## config.mk

```make
export PLATFORM = sky130hd
export DESIGN_NAME = keypad_emulator_flat
export DESIGN_NICKNAME = d
export VERILOG_FILES = /design/src/rtl/keypad_pkg.sv /design/src/rtl/keypad_emulator_if.sv /design/src/rtl/bounce_lfsr.sv /design/src/rtl/keypad_emulator.sv /design/src/flat_wrapper.sv
export SDC_FILE = /design/constraint.sdc
export NUM_CORES = 1
export LEC_CHECK = 0
export CORE_MARGIN = 8
export CORE_UTILIZATION = 50
export CTS_CLUSTER_SIZE = 25
export DETAILED_ROUTE_END_ITERATION = 8
export PLACE_DENSITY = 0.86
export SETUP_SLACK_MARGIN = 0.02
export SYNTH_ARGS = -nofsm -noshare
export SYNTH_HDL_FRONTEND = slang
export SYNTH_HIERARCHICAL = 1
export SYNTH_SLANG_ARGS = --single-unit
```

## constraint.sdc

```tcl
create_clock -name clock -period 2.4 [get_ports clock]
set_clock_uncertainty 0.15 [all_clocks]
set_input_delay 0.48 -clock clock [delete_from_list [all_inputs] [get_ports clock]]
set_output_delay 0.48 -clock clock [all_outputs]
set_load 0.05 [all_outputs]
```

## src/rtl/keypad_pkg.sv

```systemverilog
// Shared types and constants for the 4x4 keypad emulator: FSM states,
// idle row pattern and the bounce LFSR seed/taps.
package keypad_pkg;

  localparam int          KEYCODE_W = 4;
  localparam logic [3:0]  ROW_IDLE  = 4'hF;
  localparam logic [15:0] LFSR_SEED = 16'hACE1;
  // Right-shifting Fibonacci form of x^16+x^14+x^13+x^11+1: feedback from bits 0,2,3,5.
  localparam logic [15:0] LFSR_TAPS = 16'h002D;

  typedef enum logic [2:0] {
    IDLE         = 3'd0,
    PRESS_BOUNCE = 3'd1,
    HOLD         = 3'd2,
    REL_BOUNCE   = 3'd3,
    GAP          = 3'd4
  } state_t;

  function automatic logic [15:0] lfsr_next(input logic [15:0] cur);
    return {^(cur & LFSR_TAPS), cur[15:1]};
  endfunction

endpackage

```

## src/rtl/keypad_emulator_if.sv

```systemverilog
// Key request channel of the keypad emulator.
// Handshake: key_code is transferred on the clock edge where key_valid & key_ready
// are both high; key_valid without key_ready is ignored, busy is always ~key_ready.
interface keypad_emulator_if;
  import keypad_pkg::*;

  logic [KEYCODE_W-1:0] key_code;
  logic                 key_valid;
  logic                 key_ready;
  logic                 busy;

  modport master (output key_code, output key_valid, input key_ready, input busy);
  modport slave  (input key_code, input key_valid, output key_ready, output busy);

endinterface

```

## src/rtl/bounce_lfsr.sv

```systemverilog
// 16-bit Fibonacci LFSR used as the contact-bounce noise source; advances only
// while enabled and restarts from the seed on reset.
module bounce_lfsr
  import keypad_pkg::*;
(
  input  logic clock,
  input  logic reset_n,
  input  logic i_en,
  output logic o_bit
);

  logic [15:0] r_lfsr;

  always_ff @(posedge clock or negedge reset_n) begin
    if (!reset_n) begin
      r_lfsr <= LFSR_SEED;
    end else if (i_en) begin
      r_lfsr <= lfsr_next(r_lfsr);
    end
  end

  assign o_bit = r_lfsr[0];

endmodule

```

## src/rtl/keypad_emulator.sv

```systemverilog
// Passive 4x4 keypad: accepts a keycode, then pulls the addressed row low while its
// column is scanned, for a programmed hold time. Define KEYPAD_EMU_BOUNCE_EN for bounce.
module keypad_emulator
  import keypad_pkg::*;
#(
  parameter int HOLD_CYCLES   = 500000,
  parameter int GAP_CYCLES    = 500000,
  parameter int BOUNCE_CYCLES = 50000,
  parameter int CNT_W         = 20
) (
  input  logic               clock,
  input  logic               reset_n,
  keypad_emulator_if.slave   kif,
  input  logic [3:0]         col,
  output logic [3:0]         row,
  output logic               contact,
  output state_t             o_dbg_state
);

  if (HOLD_CYCLES < 1 || GAP_CYCLES < 1 || BOUNCE_CYCLES < 1) begin : g_bad_cycles
    $error("keypad_emulator: cycle counts must be at least 1");
  end

  state_t               r_state;
  state_t               w_next;
  logic [CNT_W-1:0]     r_cnt;
  logic [KEYCODE_W-1:0] r_code;
  logic                 w_accept;
  logic                 w_done;
  logic                 w_bounce_bit;
  logic [1:0]           w_r;
  logic [1:0]           w_c;

  assign w_accept    = kif.key_valid && (r_state == IDLE);
  assign kif.key_ready = (r_state == IDLE);
  assign kif.busy      = (r_state != IDLE);
  assign o_dbg_state = r_state;

`ifdef KEYPAD_EMU_BOUNCE_EN
  bounce_lfsr u_bounce_lfsr (
    .clock   (clock),
    .reset_n (reset_n),
    .i_en    ((r_state == PRESS_BOUNCE) || (r_state == REL_BOUNCE)),
    .o_bit   (w_bounce_bit)
  );
`else
  assign w_bounce_bit = 1'b0;
`endif

  // Terminal count of the current state; the counter restarts on every state entry.
  always_comb begin
    w_done = 1'b0;
    case (r_state)
      HOLD:         w_done = (r_cnt == CNT_W'(HOLD_CYCLES - 1));
      GAP:          w_done = (r_cnt == CNT_W'(GAP_CYCLES - 1));
`ifdef KEYPAD_EMU_BOUNCE_EN
      PRESS_BOUNCE: w_done = (r_cnt == CNT_W'(BOUNCE_CYCLES - 1));
      REL_BOUNCE:   w_done = (r_cnt == CNT_W'(BOUNCE_CYCLES - 1));
`endif
      default:      w_done = 1'b0;
    endcase
  end

  always_comb begin
    w_next = r_state;
    case (r_state)
      IDLE: begin
        if (w_accept) begin
`ifdef KEYPAD_EMU_BOUNCE_EN
          w_next = PRESS_BOUNCE;
`else
          w_next = HOLD;
`endif
        end
      end
`ifdef KEYPAD_EMU_BOUNCE_EN
      PRESS_BOUNCE: if (w_done) w_next = HOLD;
      HOLD:         if (w_done) w_next = REL_BOUNCE;
      REL_BOUNCE:   if (w_done) w_next = GAP;
`else
      HOLD:         if (w_done) w_next = GAP;
`endif
      GAP:          if (w_done) w_next = IDLE;
      default:      w_next = IDLE;
    endcase
  end

  always_ff @(posedge clock or negedge reset_n) begin
    if (!reset_n) begin
      r_state <= IDLE;
      r_cnt   <= '0;
      r_code  <= '0;
    end else begin
      r_state <= w_next;
      if (w_next != r_state || r_state == IDLE) begin
        r_cnt <= '0;
      end else begin
        r_cnt <= r_cnt + CNT_W'(1);
      end
      if (w_accept) begin
        r_code <= kif.key_code;
      end
    end
  end

  always_comb begin
    contact = 1'b0;
    case (r_state)
      HOLD:         contact = 1'b1;
      PRESS_BOUNCE: contact = w_bounce_bit;
      REL_BOUNCE:   contact = w_bounce_bit;
      default:      contact = 1'b0;
    endcase
  end

  // Passive switch: the row follows the column drive combinationally.
  assign w_r = r_code[3:2];
  assign w_c = r_code[1:0];
  assign row = (contact && !col[w_c]) ? ~(4'b0001 << w_r) : ROW_IDLE;

endmodule

```

## src/flat_wrapper.sv

```systemverilog
// flat-port wrapper written by rule: the top's interface ports become plain ports
module keypad_emulator_flat import keypad_pkg::*;
#(
  parameter int HOLD_CYCLES   = 500000,
  parameter int GAP_CYCLES    = 500000,
  parameter int BOUNCE_CYCLES = 50000,
  parameter int CNT_W         = 20
)
  (clock, reset_n, col, row, contact, o_dbg_state, kif_key_code, kif_key_valid, kif_key_ready, kif_busy);
  keypad_emulator_if kif_i ();
  input  logic clock;
  input  logic reset_n;
  input  logic [3:0] col;
  output logic [3:0] row;
  output logic contact;
  output state_t o_dbg_state;
  input wire logic [$bits(kif_i.key_code)-1:0] kif_key_code;
  input wire logic [$bits(kif_i.key_valid)-1:0] kif_key_valid;
  output wire logic [$bits(kif_i.key_ready)-1:0] kif_key_ready;
  output wire logic [$bits(kif_i.busy)-1:0] kif_busy;
  assign kif_i.key_code = kif_key_code;
  assign kif_i.key_valid = kif_key_valid;
  assign kif_key_ready = kif_i.key_ready;
  assign kif_busy = kif_i.busy;
  keypad_emulator #(.HOLD_CYCLES(HOLD_CYCLES), .GAP_CYCLES(GAP_CYCLES), .BOUNCE_CYCLES(BOUNCE_CYCLES), .CNT_W(CNT_W)) u_core (.clock(clock), .reset_n(reset_n), .kif(kif_i), .col(col), .row(row), .contact(contact), .o_dbg_state(o_dbg_state));
endmodule
```

# [After elaboration in Yosys (flattened, before gate mapping)]
# Cells that the tools add are included.
[classes] addsub=1 magnitude_cmp=1 n_eq_ne=4 shifts=1 muxes=10 bitwise=1 reduce_logical=7
[op_table] op="adder 20 x 1 -> 20 bit (second input constant)" n=1
[op_table] op="equality test 20 x 19 -> 1 bit (second input constant)" n=1
[op_table] op="2-to-1 mux 20 bit" n=1
[op_table] op="2-to-1 mux 3 bit" n=3
[op_table] op="case mux 3 bit (3 select lines)" n=1
[op_table] op="2-to-1 mux 4 bit" n=1
[op_table] op="inverter 4 bit" n=1
[op_table] op="left shift 1 x 2 -> 4 bit (first input constant)" n=1
[op_table] op="equality test 3 x 2 -> 1 bit (second input constant)" n=1
[op_table] op="equality test 3 bit (second input constant)" n=1
[op_table] op="logical NOT 3 bit" n=1
[op_table] op="< comparator 2 x 3 -> 1 bit (second input constant)" n=1
[op_table] op="2-to-1 mux 1 bit" n=3
[op_table] op="inequality test 3 bit" n=1
[op_table] op="nonzero test 3 bit" n=1
[op_table] op="binary-select mux 1 bit (select 2 bit)" n=1
[op_table] op="logical AND 1 bit" n=2
[op_table] op="OR reduction 2 bit" n=1
[op_table] op="logical NOT 1 bit" n=1
[op_table] op="logical OR 1 bit" n=1
[word_totals] regBits=27 inputBits=11

# [Logic depth before layout (Yosys ltp)]
# Gate-level depths: netlist of run 1.
[depth] depth_word=8 mapped_depth=6 mapped_depth_nobuf=5

# [Worst setup path before layout of run 1]
# OpenSTA, ideal clock, no wires.
[synth_path] kind="reg-to-output" from="reg u_core.r_state[1], in the netlist u_core/o_dbg_state[1]" to="out kif_busy" arrival_time_ps=2422 required_time_ps=1770 path_slack_ps=-652 path_stages_with_launch=3 path_buffers=0 path_cell_list="dfrtp_1 -> nor3_1 -> inv_1"
[synth_via] elab_chain_cells=1
[synth_lines] element="start, declared" line="keypad_emulator.sv:24" rtl="state_t r_state;"
[synth_lines] element="start signal, assigned" line="keypad_emulator.sv:94" rtl="r_state <= w_next;"
[synth_lines] element="nonzero test 3 bit" line="keypad_emulator.sv:36" rtl="assign kif.busy = (r_state != IDLE);"
[synth_lines] element="end, declared" line="flat_wrapper.sv:20" rtl="output wire logic [$bits(kif_i.busy)-1:0] kif_busy;"
# No other way between the ends.

# [Worst setup path after layout of run 1]
[layout_path] from="reg u_core.r_code[0]" to="out row[3]"
[layout_via] elab_chain_cells=5
[layout_lines] element="start, declared" line="keypad_emulator.sv:27" rtl="logic [KEYCODE_W-1:0] r_code;"
[layout_lines] element="start signal, assigned" line="keypad_emulator.sv:101" rtl="r_code <= kif.key_code;"
[layout_lines] element="binary-select mux 1 bit (select 2 bit)" line="keypad_emulator.sv:119" rtl="assign row = (contact && !col[w_c]) ? ~(4'b0001 << w_r) : ROW_IDLE;"
[layout_lines] element="2-to-1 mux 1 bit (implied by the code)" line="keypad_emulator.sv:119"
[layout_lines] element="logical NOT 1 bit" line="keypad_emulator.sv:119"
[layout_lines] element="logical AND 1 bit" line="keypad_emulator.sv:119"
[layout_lines] element="2-to-1 mux 4 bit" line="keypad_emulator.sv:119"
[layout_lines] element="end, declared" line="flat_wrapper.sv:14" rtl="output logic [3:0] row;"
# No other way between the ends. The select of a mux whose other input is x is not followed.

==> impl_results.rst, run 1 <==
.. list-table::
   :header-rows: 1

   * - Metric
     - Value
   * - Result of the run
     - finished clean
   * - Depth of the most critical reg-to-reg path
     - 5
   * - Sequential element share of the synthesized area
     - 0.492
   * - Total overflow reported by the global router
     - 0
   * - Static Leak
     - ~0.65 nW
   * - Buffer levels on the longest clock path
     - 2
   * - Type of the worst min-delay path
     - primary input to async pin
   * - Syn Nets
     - 150
   * - Synthesized cell area
     - 1370 um2
   * - Post-synth cell types
     - 29
   * - Die height
     - 68.4 um
   * - Leading post-synthesis cells by cell area
     - sky130_fd_sc_hd__dfrtp_1, sky130_fd_sc_hd__xnor2_1, sky130_fd_sc_hd__nor2_1, sky130_fd_sc_hd__mux2_2, sky130_fd_sc_hd__xor2_1
   * - Count of max-cap constraint violations
     - 0
   * - Critical path arrival
     - 1.70 ns
   * - Average wire per standard cell
     - between 15 and 20 um
   * - Number of buffers inserted by port buffering
     - 20
   * - Final Cell Area
     - roughly 1700 um2
   * - F_max
     - 0.430 GHz
   * - Highest-delay cell along the critical path
     - sky130_fd_sc_hd__mux4_2
   * - Count of flip-flops with a built-in enable after synthesis
     - 0
   * - Post-DRT Antenna Nets
     - 0
   * - Count of routing violations after the opening detailed-route iteration
     - 48
   * - Fraction of final layout cells sized beyond drive strength 1
     - 0.137
   * - Xor and xnor fraction of the mapped netlist area
     - 0.102
   * - PD cells
     - 499 nW/um2
   * - Drt pass-1 iters
     - 4
   * - Total clock sinks
     - 27
   * - Placement-stage worst setup slack
     - -0.121 ns
   * - Pwr Total
     - 0.825 mW
   * - Maximum fanout count along the critical path
     - 2
   * - DP Area
     - 1610 um2
   * - Portion of netlist area occupied by mux cells
     - 0.0638
   * - Half-perimeter wire length of the detailed placement result
     - 2.24 mm
   * - Number of vias per cell
     - 5.66
   * - Global-route wire length before repair
     - between 4 and 5 mm
   * - Setup violators final
     - 0
   * - Most common flop cell mapped by yosys
     - sky130_fd_sc_hd__dfrtp_1
   * - Cts bufs inserted
     - 3
   * - Critical Path Start Type
     - register
   * - Required time at the worst-slack endpoint
     - around 1.8 ns
   * - Via count
     - 1087
   * - Vias in the first global route
     - 1111
   * - DIE AREA
     - 4680 um2
   * - Critical path capture point type
     - output port
   * - Startpoint-to-endpoint class of the critical path
     - register to output port
   * - CTS H-tree depth
     - 1
   * - Measured slew at the worst slew-check pin
     - between 0.5 and 0.6 ns
   * - Fraction of registers with async set or reset after synthesis
     - 1.00
   * - Adder and majority cell fraction of the synthesized area
     - 0.00912
   * - Total global-route track usage
     - 0.135
   * - Antenna cells
     - 0
   * - Period utilisation layout
     - 0.970
   * - Clock transition at the registers of the reported paths
     - 0.15 ns
   * - Die Wd
     - 68.4 um
   * - Area share of the largest cell type after synthesis
     - 0.492
   * - Initial antenna violation count
     - 0
   * - Clock tree from TritonCTS
     - yes
   * - Simple-gate portion of the synthesized area
     - 0.275
   * - Commonest cells in the synthesized netlist
     - sky130_fd_sc_hd__dfrtp_1, sky130_fd_sc_hd__nor2_1, sky130_fd_sc_hd__xnor2_1, sky130_fd_sc_hd__nand2_1, sky130_fd_sc_hd__nand3_1
   * - Min cycle time layout
     - 2.33 ns
   * - Critical path, cell by cell
     - mux4_2 > nor2_1 > nand3_1 > buf_4
   * - Routed WL
     - 2.90 mm
   * - Fraction of the mapped netlist area in compound gates
     - 0.0292
   * - Standard-cell rows
     - 19
   * - Min setup slack post-route
     - about 0.072 ns
   * - Hold Buf Count CTS
     - 0
   * - Library cell occupying the most area in the post-synthesis netlist
     - sky130_fd_sc_hd__dfrtp_1
   * - Yosys warnings
     - 6
   * - Dominant cell by count in the synthesized netlist
     - sky130_fd_sc_hd__dfrtp_1
   * - Number of pins with negative max-slew slack in the final report
     - 0
   * - Latest clock arrival within the worst-skew pair
     - 0.32 ns
   * - Average cell area after synthesis
     - 9.95 um2
   * - Combinational family with the most area after synthesis
     - simple AND/OR/NAND/NOR gates
   * - Worst reg2reg endpoint
     - u_core/r_cnt[18]$_DFF_PN0_
   * - Clock root cell
     - sky130_fd_sc_hd__clkbuf_4
   * - Flip-flop and latch count after synthesis
     - 27
   * - Initial Util
     - 0.511
   * - Final Core Density
     - 0.616
   * - Layout area overhead
     - 20.5%
   * - Final Hold Vio Count
     - 0
   * - Placeable core region
     - 2690 um2
   * - Worst reg2reg startpoint
     - u_core/r_cnt[0]$_DFF_PN0_
   * - Synthesized instance count
     - 138
   * - Headroom to the max-slew limit
     - 0.659
   * - Maximum number of pins on one net before global-route repair
     - 28
   * - Slack of the worst reg-to-reg path
     - 0.15 ns
   * - Global placement routability congestion
     - 0.863
   * - Number of nets in the layout
     - 174
   * - Setup repair after global routing missed its margin
     - true
   * - Peak per-stage delay on the critical path
     - 0.55 ns
   * - Io pins
     - 21
   * - Largest vdd supply drop
     - roughly 0.00043 V
   * - DRC
     - 0
-- state kept, by name (all words and copies together) (netlist names) --
| name | flops |
|---|---|
| u_core/r_cnt | 20 |
| u_core/o_dbg_state | 3 |
| u_core/r_code | 4 |
-- per-layer routing --
layer | global-route usage | vias up | routed length, um
li1 | - | 526 | -
met1 | 0.167 | 525 | 1310
met4 | 0.0332 | 0 | 14
met3 | 0.0409 | 2 | 203
met2 | 0.223 | 34 | 1370
met5 | 0 | - | 0
-- cell families (layout without fill, tap and decap cells) --
logic type | Yosys count | count (layout)
other | 1 | 1
and+or+nand+nor | 71 | 71
adders and majority gates | 1 | 1
muxes | 7 | 7
xor gates and xnor gates | 16 | 16
buffers and inverters | 9 | 32
AOI/OAI and AO/OA | 6 | 6
DFF | 27 | 27
-- power breakdown --
part	internal (mW)	switching, mW	total, mW
clock network	0.0624	0.131	0.193
registers	0.474	0.0219	0.496
logic	0.0596	0.0763	0.136
-- per-stage QoR --
| stage | instances | setup TNS (ns) | hold slack [ns] |
|---|---|---|---|
| 6_report | 192 | 0 | 0.353 |
| 2_1_floorplan | 138 | 0 | 0.0344 |
| 5_1_grt | 192 | -0.0185 | 0.379 |
| 3_3_place_gp | 188 | -0.105 | 0.324 |
| 4_1_cts | 192 | 0 | 0.357 |
| 3_5_place_dp | 188 | -0.325 | 0.341 |
-- area by class of cell --
cell class | instances | area (um2)
Fill cell | 216 | 1030
Tap cell | 31 | 38.8
Multi-Input combinational cell | 102 | 684
Inverter | 5 | 18.8
Sequential cell | 27 | 676
Clock inverter | 1 | 5.00
Clock buffer | 3 | 22.5
Timing Repair Buffer | 23 | 209
-- worst max-delay path: cells and delay by family, from the launching register on --
family / cells / cell delay, ns
simple gates: 2 / 0.24
mux: 1 / 0.55
flops: 1 / 0.39
buf+inv: 1 / 0.20
-- worst max path at each step --
stage	slack, ns	cells past startpoint	startpoint	end
2_1_floorplan	0.21	2	u_core/o_dbg_state[1]$_DFF_PN0_	kif_busy
3_3_place_gp	-0.05	5	col[3]	row[0]
4_1_cts	0.03	4	u_core/r_code[0]$_DFFE_PN0P_	row[0]
6_report	0.07	4	u_core/r_code[0]$_DFFE_PN0P_	row[3]
5_1_grt	-0.01	4	u_core/r_code[0]$_DFFE_PN0P_	row[0]
3_5_place_dp	-0.12	5	col[3]	row[0]
-- cell usage in the layout, fill, tap and decap left out, types with 2 or more instances in the layout --
master | netlist | routed
sky130_fd_sc_hd__dfrtp_1 | 27 | 27
sky130_fd_sc_hd__nor2_1 | 23 | 23
sky130_fd_sc_hd__xnor2_1 | 11 | 11
sky130_fd_sc_hd__nand2_1 | 10 | 10
sky130_fd_sc_hd__clkdlybuf4s50_1 | 0 | 9
sky130_fd_sc_hd__nand3_1 | 8 | 8
sky130_fd_sc_hd__buf_4 | 0 | 7
sky130_fd_sc_hd__nor4_1 | 6 | 6
sky130_fd_sc_hd__dlygate4sd2_1 | 0 | 5
sky130_fd_sc_hd__inv_1 | 5 | 5
sky130_fd_sc_hd__nand4_1 | 5 | 5
sky130_fd_sc_hd__xor2_1 | 5 | 5
sky130_fd_sc_hd__nor3_1 | 6 | 4
sky130_fd_sc_hd__mux2_2 | 4 | 4
sky130_fd_sc_hd__clkbuf_4 | 0 | 3
sky130_fd_sc_hd__buf_6 | 0 | 2
sky130_fd_sc_hd__nor3_4 | 0 | 2
sky130_fd_sc_hd__and4_1 | 2 | 2
sky130_fd_sc_hd__nor4b_1 | 2 | 2
sky130_fd_sc_hd__mux2i_1 | 2 | 2
sky130_fd_sc_hd__o21bai_1 | 2 | 2
sky130_fd_sc_hd__o31ai_1 | 2 | 2
sky130_fd_sc_hd__or4_1 | 2 | 2
sky130_fd_sc_hd__nand2b_1 | 2 | 2
sky130_fd_sc_hd__a21oi_1 | 2 | 2
-- repair_timing --
item | 4_1_cts | 5_1_grt
endpoints found under the hold margin | 0 | 0
setup buffers | 0 | 0
setup endpoints to repair | 5 | 3
gates resized for setup | 8 | 1
gates cloned | 0 | 0
pin swaps | 1 | 1
Note: power is estimated with default switching activity, not from simulation.
==> run 2, diff against run 1 <==
--- a/config.mk
+++ b/config.mk
@@ -7,6 +7,7 @@
 export LEC_CHECK = 0
 export CORE_MARGIN = 8
 export CORE_UTILIZATION = 50
+export CTS_CLUSTER_DIAMETER = 30
 export CTS_CLUSTER_SIZE = 25
 export DETAILED_ROUTE_END_ITERATION = 8
 export PLACE_DENSITY = 0.86
==> results of run 2 <==
Final layout, timing and power as in run 1 (identical DEF).
